`src/rtl/riscv_pkg.sv`:
```
// Shared RISC-V definitions: architectural width, special encodings and
// the fetch FSM state type.
package riscv_pkg;

  localparam int XLEN = 32;

  // addi x0, x0, 0 -- bubble inserted into IF/ID on flush or idle
  localparam logic [31:0] NOP_INSTR    = 32'h0000_0013;
  // ebreak -- fetch stops once this is latched into IF/ID
  localparam logic [31:0] EBREAK_INSTR = 32'h0010_0073;

  typedef enum logic [1:0] {
    IDLE = 2'd0,
    RUN  = 2'd1,
    HALT = 2'd2
  } fetch_state_t;

endpackage

```
`src/rtl/pc_unit.sv`:
```
// Program counter: holds the fetch PC, adds 4 on advance, and takes a
// redirect target when the request is word aligned.
module pc_unit
  import riscv_pkg::*;
#(
  parameter logic [XLEN-1:0] RESET_PC = '0
) (
  input  logic            clk,
  input  logic            rst,
  input  logic            redirect_req,
  input  logic            advance,
  input  logic [XLEN-1:0] target,
  output logic [XLEN-1:0] pc,
  output logic            target_misaligned
);

  logic [XLEN-1:0] pc_d, pc_q;
  logic            redirect;

  // Alignment is judged on the target alone so the controller can use it
  // without forming a loop through the request.
  assign target_misaligned = (target[1:0] != 2'b00);
  assign redirect          = redirect_req && !target_misaligned;
  assign pc                = pc_q;

  // Next PC: redirect wins over sequential advance; otherwise hold.
  always_comb begin
    pc_d = pc_q;
    if (redirect) begin
      pc_d = target;
    end else if (advance) begin
      pc_d = pc_q + 32'd4;
    end
  end

  // PC register.
  always_ff @(posedge clk) begin
    if (rst) begin
      pc_q <= RESET_PC;
    end else begin
      pc_q <= pc_d;
    end
  end

endmodule

```
`src/rtl/fetch_stage.sv`:
```
// Instruction fetch stage: drives the ROM address from the PC, latches
// the returned word into the IF/ID register and sequences IDLE/RUN/HALT.
module fetch_stage
  import riscv_pkg::*;
#(
  parameter int          TAM_POSICIONES = 1024,
  parameter int          TAM_PALABRA    = 32,
  parameter logic [31:0] RESET_PC       = 32'h0000_0000
) (
  input  logic                              CLK,
  input  logic                              RESET,
  input  logic                              STALL,
  input  logic                              BRANCH_TAKEN,
  input  logic [31:0]                       BRANCH_TARGET,
  input  logic [TAM_PALABRA-1:0]            INSTRUCTION_IN,
  output logic                              READ_EN,
  output logic [$clog2(TAM_POSICIONES)-1:0] INS_ADDRESS,
  output logic [31:0]                       PC_IF,
  output logic [31:0]                       PC_ID,
  output logic [TAM_PALABRA-1:0]            INSTR_ID,
  output logic                              VALID_ID,
  output logic                              HALTED,
  output logic                              MISALIGN_ERR
);

  localparam int AW = $clog2(TAM_POSICIONES);
  // One past the last ROM byte address, widened so the compare cannot wrap.
  localparam logic [XLEN:0] PC_LIMIT = {1'b0, 32'(TAM_POSICIONES)} << 2;
  localparam logic [TAM_PALABRA-1:0] NOP_W    = TAM_PALABRA'(NOP_INSTR);
  localparam logic [TAM_PALABRA-1:0] EBREAK_W = TAM_PALABRA'(EBREAK_INSTR);

  fetch_state_t           state_d, state_q;
  logic [31:0]            pc_id_d, pc_id_q;
  logic [TAM_PALABRA-1:0] instr_d, instr_q;
  logic                   valid_d, valid_q;
  logic                   mis_d, mis_q;
  logic                   branch_req, advance, target_misaligned, in_range;
  logic [31:0]            pc_if;

  pc_unit #(
    .RESET_PC(RESET_PC)
  ) u_pc (
    .clk              (CLK),
    .rst              (RESET),
    .redirect_req     (branch_req),
    .advance          (advance),
    .target           (BRANCH_TARGET),
    .pc               (pc_if),
    .target_misaligned(target_misaligned)
  );

  assign in_range     = ({1'b0, pc_if} < PC_LIMIT);
  assign INS_ADDRESS  = pc_if[AW+1:2];
  assign READ_EN      = (state_q == RUN) && in_range;
  assign PC_IF        = pc_if;
  assign PC_ID        = pc_id_q;
  assign INSTR_ID     = instr_q;
  assign VALID_ID     = valid_q;
  assign HALTED       = (state_q == HALT);
  assign MISALIGN_ERR = mis_q;

  // Next-state and IF/ID update; in RUN a redirect beats a stall, which
  // beats the end-of-ROM check and normal advance.
  always_comb begin
    state_d    = state_q;
    pc_id_d    = pc_id_q;
    instr_d    = instr_q;
    valid_d    = valid_q;
    mis_d      = mis_q;
    branch_req = 1'b0;
    advance    = 1'b0;
    case (state_q)
      IDLE: begin
        state_d = RUN;
        valid_d = 1'b0;
        instr_d = NOP_W;
      end
      RUN: begin
        if (BRANCH_TAKEN) begin
          branch_req = 1'b1;
          valid_d    = 1'b0;
          instr_d    = NOP_W;
          if (target_misaligned) begin
            mis_d   = 1'b1;
            state_d = HALT;
          end
        end else if (STALL) begin
          // everything holds
        end else if (!in_range) begin
          valid_d = 1'b0;
          instr_d = NOP_W;
          state_d = HALT;
        end else begin
          advance = 1'b1;
          pc_id_d = pc_if;
          instr_d = INSTRUCTION_IN;
          valid_d = 1'b1;
          if (INSTRUCTION_IN == EBREAK_W) begin
            state_d = HALT;
          end
        end
      end
      HALT: begin
        valid_d = 1'b0;
        instr_d = NOP_W;
      end
      default: begin
        state_d = IDLE;
      end
    endcase
  end

  // FSM state and IF/ID register.
  always_ff @(posedge CLK) begin
    if (RESET) begin
      state_q <= IDLE;
      pc_id_q <= 32'h0;
      instr_q <= NOP_W;
      valid_q <= 1'b0;
      mis_q   <= 1'b0;
    end else begin
      state_q <= state_d;
      pc_id_q <= pc_id_d;
      instr_q <= instr_d;
      valid_q <= valid_d;
      mis_q   <= mis_d;
    end
  end

endmodule
```
`config.mk`:
```
export PLATFORM = sky130hd
export DESIGN_NAME = fetch_stage
export DESIGN_NICKNAME = d
export VERILOG_FILES = /design/src/rtl/riscv_pkg.sv /design/src/rtl/pc_unit.sv /design/src/rtl/fetch_stage.sv
export SDC_FILE = /design/constraint.sdc
export NUM_CORES = 1
export LEC_CHECK = 0
export ABC_CLOCK_PERIOD_IN_PS = 4000
export BUFFER_PORTS_ARGS = -buffer_cell sky130_fd_sc_hd__buf_4
export CORE_MARGIN = 2
export CORE_UTILIZATION = 48
export DETAILED_ROUTE_END_ITERATION = 10
export GPL_ROUTABILITY_DRIVEN = 0
export HOLD_SLACK_MARGIN = 0.02
export PLACE_DENSITY = 0.82
export SYNTH_ARGS = -nofsm -noshare
export SYNTH_HDL_FRONTEND = slang
export SYNTH_HIERARCHICAL = 1
export SYNTH_SLANG_ARGS = --single-unit
export TNS_END_PERCENT = 1
```
`constraint.sdc`:
```
create_clock -name CLK -period 4 [get_ports CLK]
set_input_delay 0.6 -clock CLK [delete_from_list [all_inputs] [get_ports CLK]]
set_output_delay 0.6 -clock CLK [all_outputs]
set_load 0.005 [all_outputs]
```
==> flow_summary.yaml <==
clock_network:
  cts_made_buffers: 9
  cts_max_level: 3
  clockBufferDepth: 2
  post_cts_resized: 0
  cts_tree: "done"
  clk_latency_ns: 0.36
  cts_hold_buf: 0
  root_buffer: "clkbuf_8"
  clkTransAtPathRegs_ns: 0.10
  postCtsSetupRepairBufs: 0
  cts.sinks: 100
drt:
  wl_per_cell_um: 16.54
  drtAntennaViolNets: 0
  routed_wirelength_mm: 11.63
  drt_iter0_markers: 188
  top_layer: "met4"
  wl_met1_mm: 5.077
  met3_length_um: 876
  drc: 0
  firstDrtPassIters: 4
  met2WireLength_mm: 5.538
  avgViaCountPerCell: 5.607
  vias: 3942
floorplanning:
  start_util: 0.4857
  die_w_um: 97.25
  ioPinCount: 178
  dieArea_um2: 9458
  die_y_um: 97.25
  num_rows: 34
  core-area_um2: 8593
power_and_ir_drop:
  swShare: 0.2852
  switchingPower_uw: 553.8
  leakage_uw: 0.002427
  peakVddDrop_v: 0.0001645
  p_per_area_nw_per_um2: 344.1
  power.internal_uw: 1388
  combPwrFrac: 0.150
  p_seq_frac: 0.544
  clockPowerShare: 0.306
timing:
  rsz0062_at_grt: "false"
  whs_ns: 0.4459
  slew_headroom: 0.1475
  post-route-min-period_ns: 3.327
  maxSlewViolCount: 0
  layout_setup_ws_ns: 0.6726
  finalHoldViolCount: 0
  worst_clock_skew_ns: 0.01193
  fmax_ghz: 0.3005
  tns_ns: 0
  tightest_slew_ns: 1.277
  fin_crit_sh: 0.8319
  finalSetupViolCount: 0
logic_synthesis:
  synth_top_area_frac: 0.4796
  synth_ff_type: "dfxtp_1"
  synth_edf_count: 0
  ys_types: 44
  synth.area.top_cells: "dfxtp_1 48%, a22o_1 6.1%, a211oi_1 5.4%"
  ys_ff_latch: 100
  syn-num-nets: 505
  yosys.area.top_type: "dfxtp_1"
  yosysWarnings: 6
  syn_avg_cell_area_um2: 9.573
  synth_area_um2: 4174
  async_flop_share: 0
  ys_seq_area_frac: 0.4796
  syn_inst: 436
critical_path:
  cpPeakStageDelay_ns: 0.58
  endpoint_kind: "flip-flop"
  crit_buf_inv: 1
  cp.required_ns: 4.28
  startpoint_type: "flip-flop"
  crit_top_cell: "nor2_1"
  worst_path_max_delay_cell: "or4_4"
  worstSetupPathType: "flip-flop to flip-flop"
  arrival_ns: 3.60
  crit_chain: "or4_4 -> nor2_1 -> buf_4 -> nand2_1 -> nor2_1 -> nand3_1 -> nor4_4 -> nand4_1 -> xor2_1 -> a211oi_1"
  critPathTopFamily: "simple AND/OR/NAND/NOR gates"
  path_max_fanout: 15
global_routing:
  antenna_found_initial: 0
  grt_overflow: 0
  grt_max_degree: 61
  grt_pass1_vias: 3778
  track_usage: 0.2400
  grt_pass1_wl_mm: 18.83
cells_and_area:
  finalNetCount: 659
  syn_to_final_growth_pct: 35.22
  diodes: 0
  drive_above_1_share: 0.3479
placement:
  portBuffers: 177
  place_ws_ns: 0.6567
  dpl.hpwl_mm: 8.376
status:
  outcome: "finished, final reports clean"
min_path:
  hold_class: "input port to flip-flop"
job:
  cap_violations: 0
[cells by family after synthesis]
kind of cell             share of synthesized area
AND/OR/NAND/NOR                             0.2227
flip-flops                                  0.4796
AO/OA/AOI/OAI                               0.1715
buffers and inverters                      0.05995
XOR/XNOR                                   0.06085
multiplexers                              0.002398
adder cells (fa/ha/maj)                   0.002997
[power groups by stage]
| stage | registers, uW | logic (uW) | clock network, uW |
|---|---|---|---|
| 6_report | 1060 | 291 | 594 |
| 5_1_grt | 1060 | 317 | 646 |
| 4_1_cts | 1060 | 290 | 607 |
| 3_5_place_dp | 1080 | 288 | 0 |
| 3_3_place_gp | 1080 | 280 | 0 |
| 2_1_floorplan | 1070 | 155 | 0 |
[final cells by class]
type / count / area, um2
fillers: 700 / 2949
flip-flops and latches: 100 / 2002
multi-input cells: 286 / 1927
repair buffers: 181 / 1359
well taps: 108 / 135.1
clock buffers: 10 / 127.6
clock inverters: 6 / 48.80
inverters: 12 / 45.04
[flip-flops by register name, summed over array words and instances (netlist names)]
signal,cells
VALID_ID,1
u_pc/pc,32
state_q,2
PC_ID,32
MISALIGN_ERR,1
INSTR_ID,32
[final timing paths]
| path | start | end | slack [ns] | depth (start not counted) |
|---|---|---|---|---|
| worst max register to register | u_pc/pc[25]$_SDFFE_PP0P_ | u_pc/pc[27]$_SDFFE_PP0P_ | 0.67 | 10 |
| worst min-delay path | INSTRUCTION_IN[5] | INSTR_ID[5]$_SDFFE_PP0P_ | 0.45 | 2 |
| worst min register to register | MISALIGN_ERR$_SDFFE_PP0P_ | MISALIGN_ERR$_SDFFE_PP0P_ | 0.46 | 2 |
| worst max-delay path | u_pc/pc[25]$_SDFFE_PP0P_ | u_pc/pc[27]$_SDFFE_PP0P_ | 0.67 | 10 |
[synthesized netlist by cell type (2+ instances only)]
| master | number |
|---|---|
| nor3_1 | 7 |
| nand2b_1 | 2 |
| nand4_1 | 25 |
| buf_6 | 3 |
| buf_4 | 10 |
| nor4_4 | 2 |
| o211ai_1 | 2 |
| nor2b_1 | 2 |
| dfxtp_1 | 100 |
| or4_4 | 2 |
| o31ai_1 | 12 |
| nand2_1 | 13 |
| a21oi_1 | 16 |
| nor2_1 | 41 |
| nand3_1 | 12 |
| buf_2 | 2 |
| and3_1 | 4 |
| nor4_1 | 12 |
| a22oi_1 | 3 |
| nor3b_1 | 3 |
| clkbuf_1 | 22 |
| a22o_1 | 29 |
| inv_1 | 12 |
| and2_1 | 23 |
| xor2_1 | 20 |
| nor4_2 | 2 |
| a211oi_1 | 30 |
| xnor2_1 | 9 |
[metal layers]
layer | vias up | global-route usage
met5 | - | 0
li1 | 1892 | -
met2 | 169 | 0.3868
met1 | 1866 | 0.3277
met3 | 15 | 0.05252
met4 | 0 | 0.06624
[worst reg2reg max path, cell delays in order, from the launching register on]
cell      delay [ns]
dfxtp_1         0.37
or4_4           0.58
nor2_1          0.12
buf_4           0.21
nand2_1         0.11
nor2_1          0.39
nand3_1         0.28
nor4_4          0.57
nand4_1         0.21
xor2_1          0.19
a211oi_1        0.22
[cell usage in the layout, fill, tap and decap left out, drive strengths merged, types with 10 or more instances in the layout]
| cell | n |
|---|---|
| buf | 181 |
| and2 | 23 |
| clkbuf | 10 |
| nand3 | 13 |
| nand4 | 26 |
| nand2 | 13 |
| a22o | 29 |
| a211oi | 30 |
| inv | 14 |
| xor2 | 20 |
| a21oi | 16 |
| dfxtp | 100 |
| nor2 | 41 |
| nor4 | 16 |
| o31ai | 12 |
[through the flow]
| stage | power (uW) | std cells | instance area, um2 | util |
|---|---|---|---|---|
| finish | 1942 | 703 | 5644 | 0.6568 |
| detailed placement | 1367 | 687 | 5468 | 0.6363 |
| global placement | 1357 | 687 | 5468 | 0.6363 |
| CTS | 1953 | 703 | 5644 | 0.6568 |
| global route | 2025 | 703 | 5644 | 0.6568 |
| floorplan | 1227 | 436 | 4174 | - |
Power figures use the tool's default switching activity.
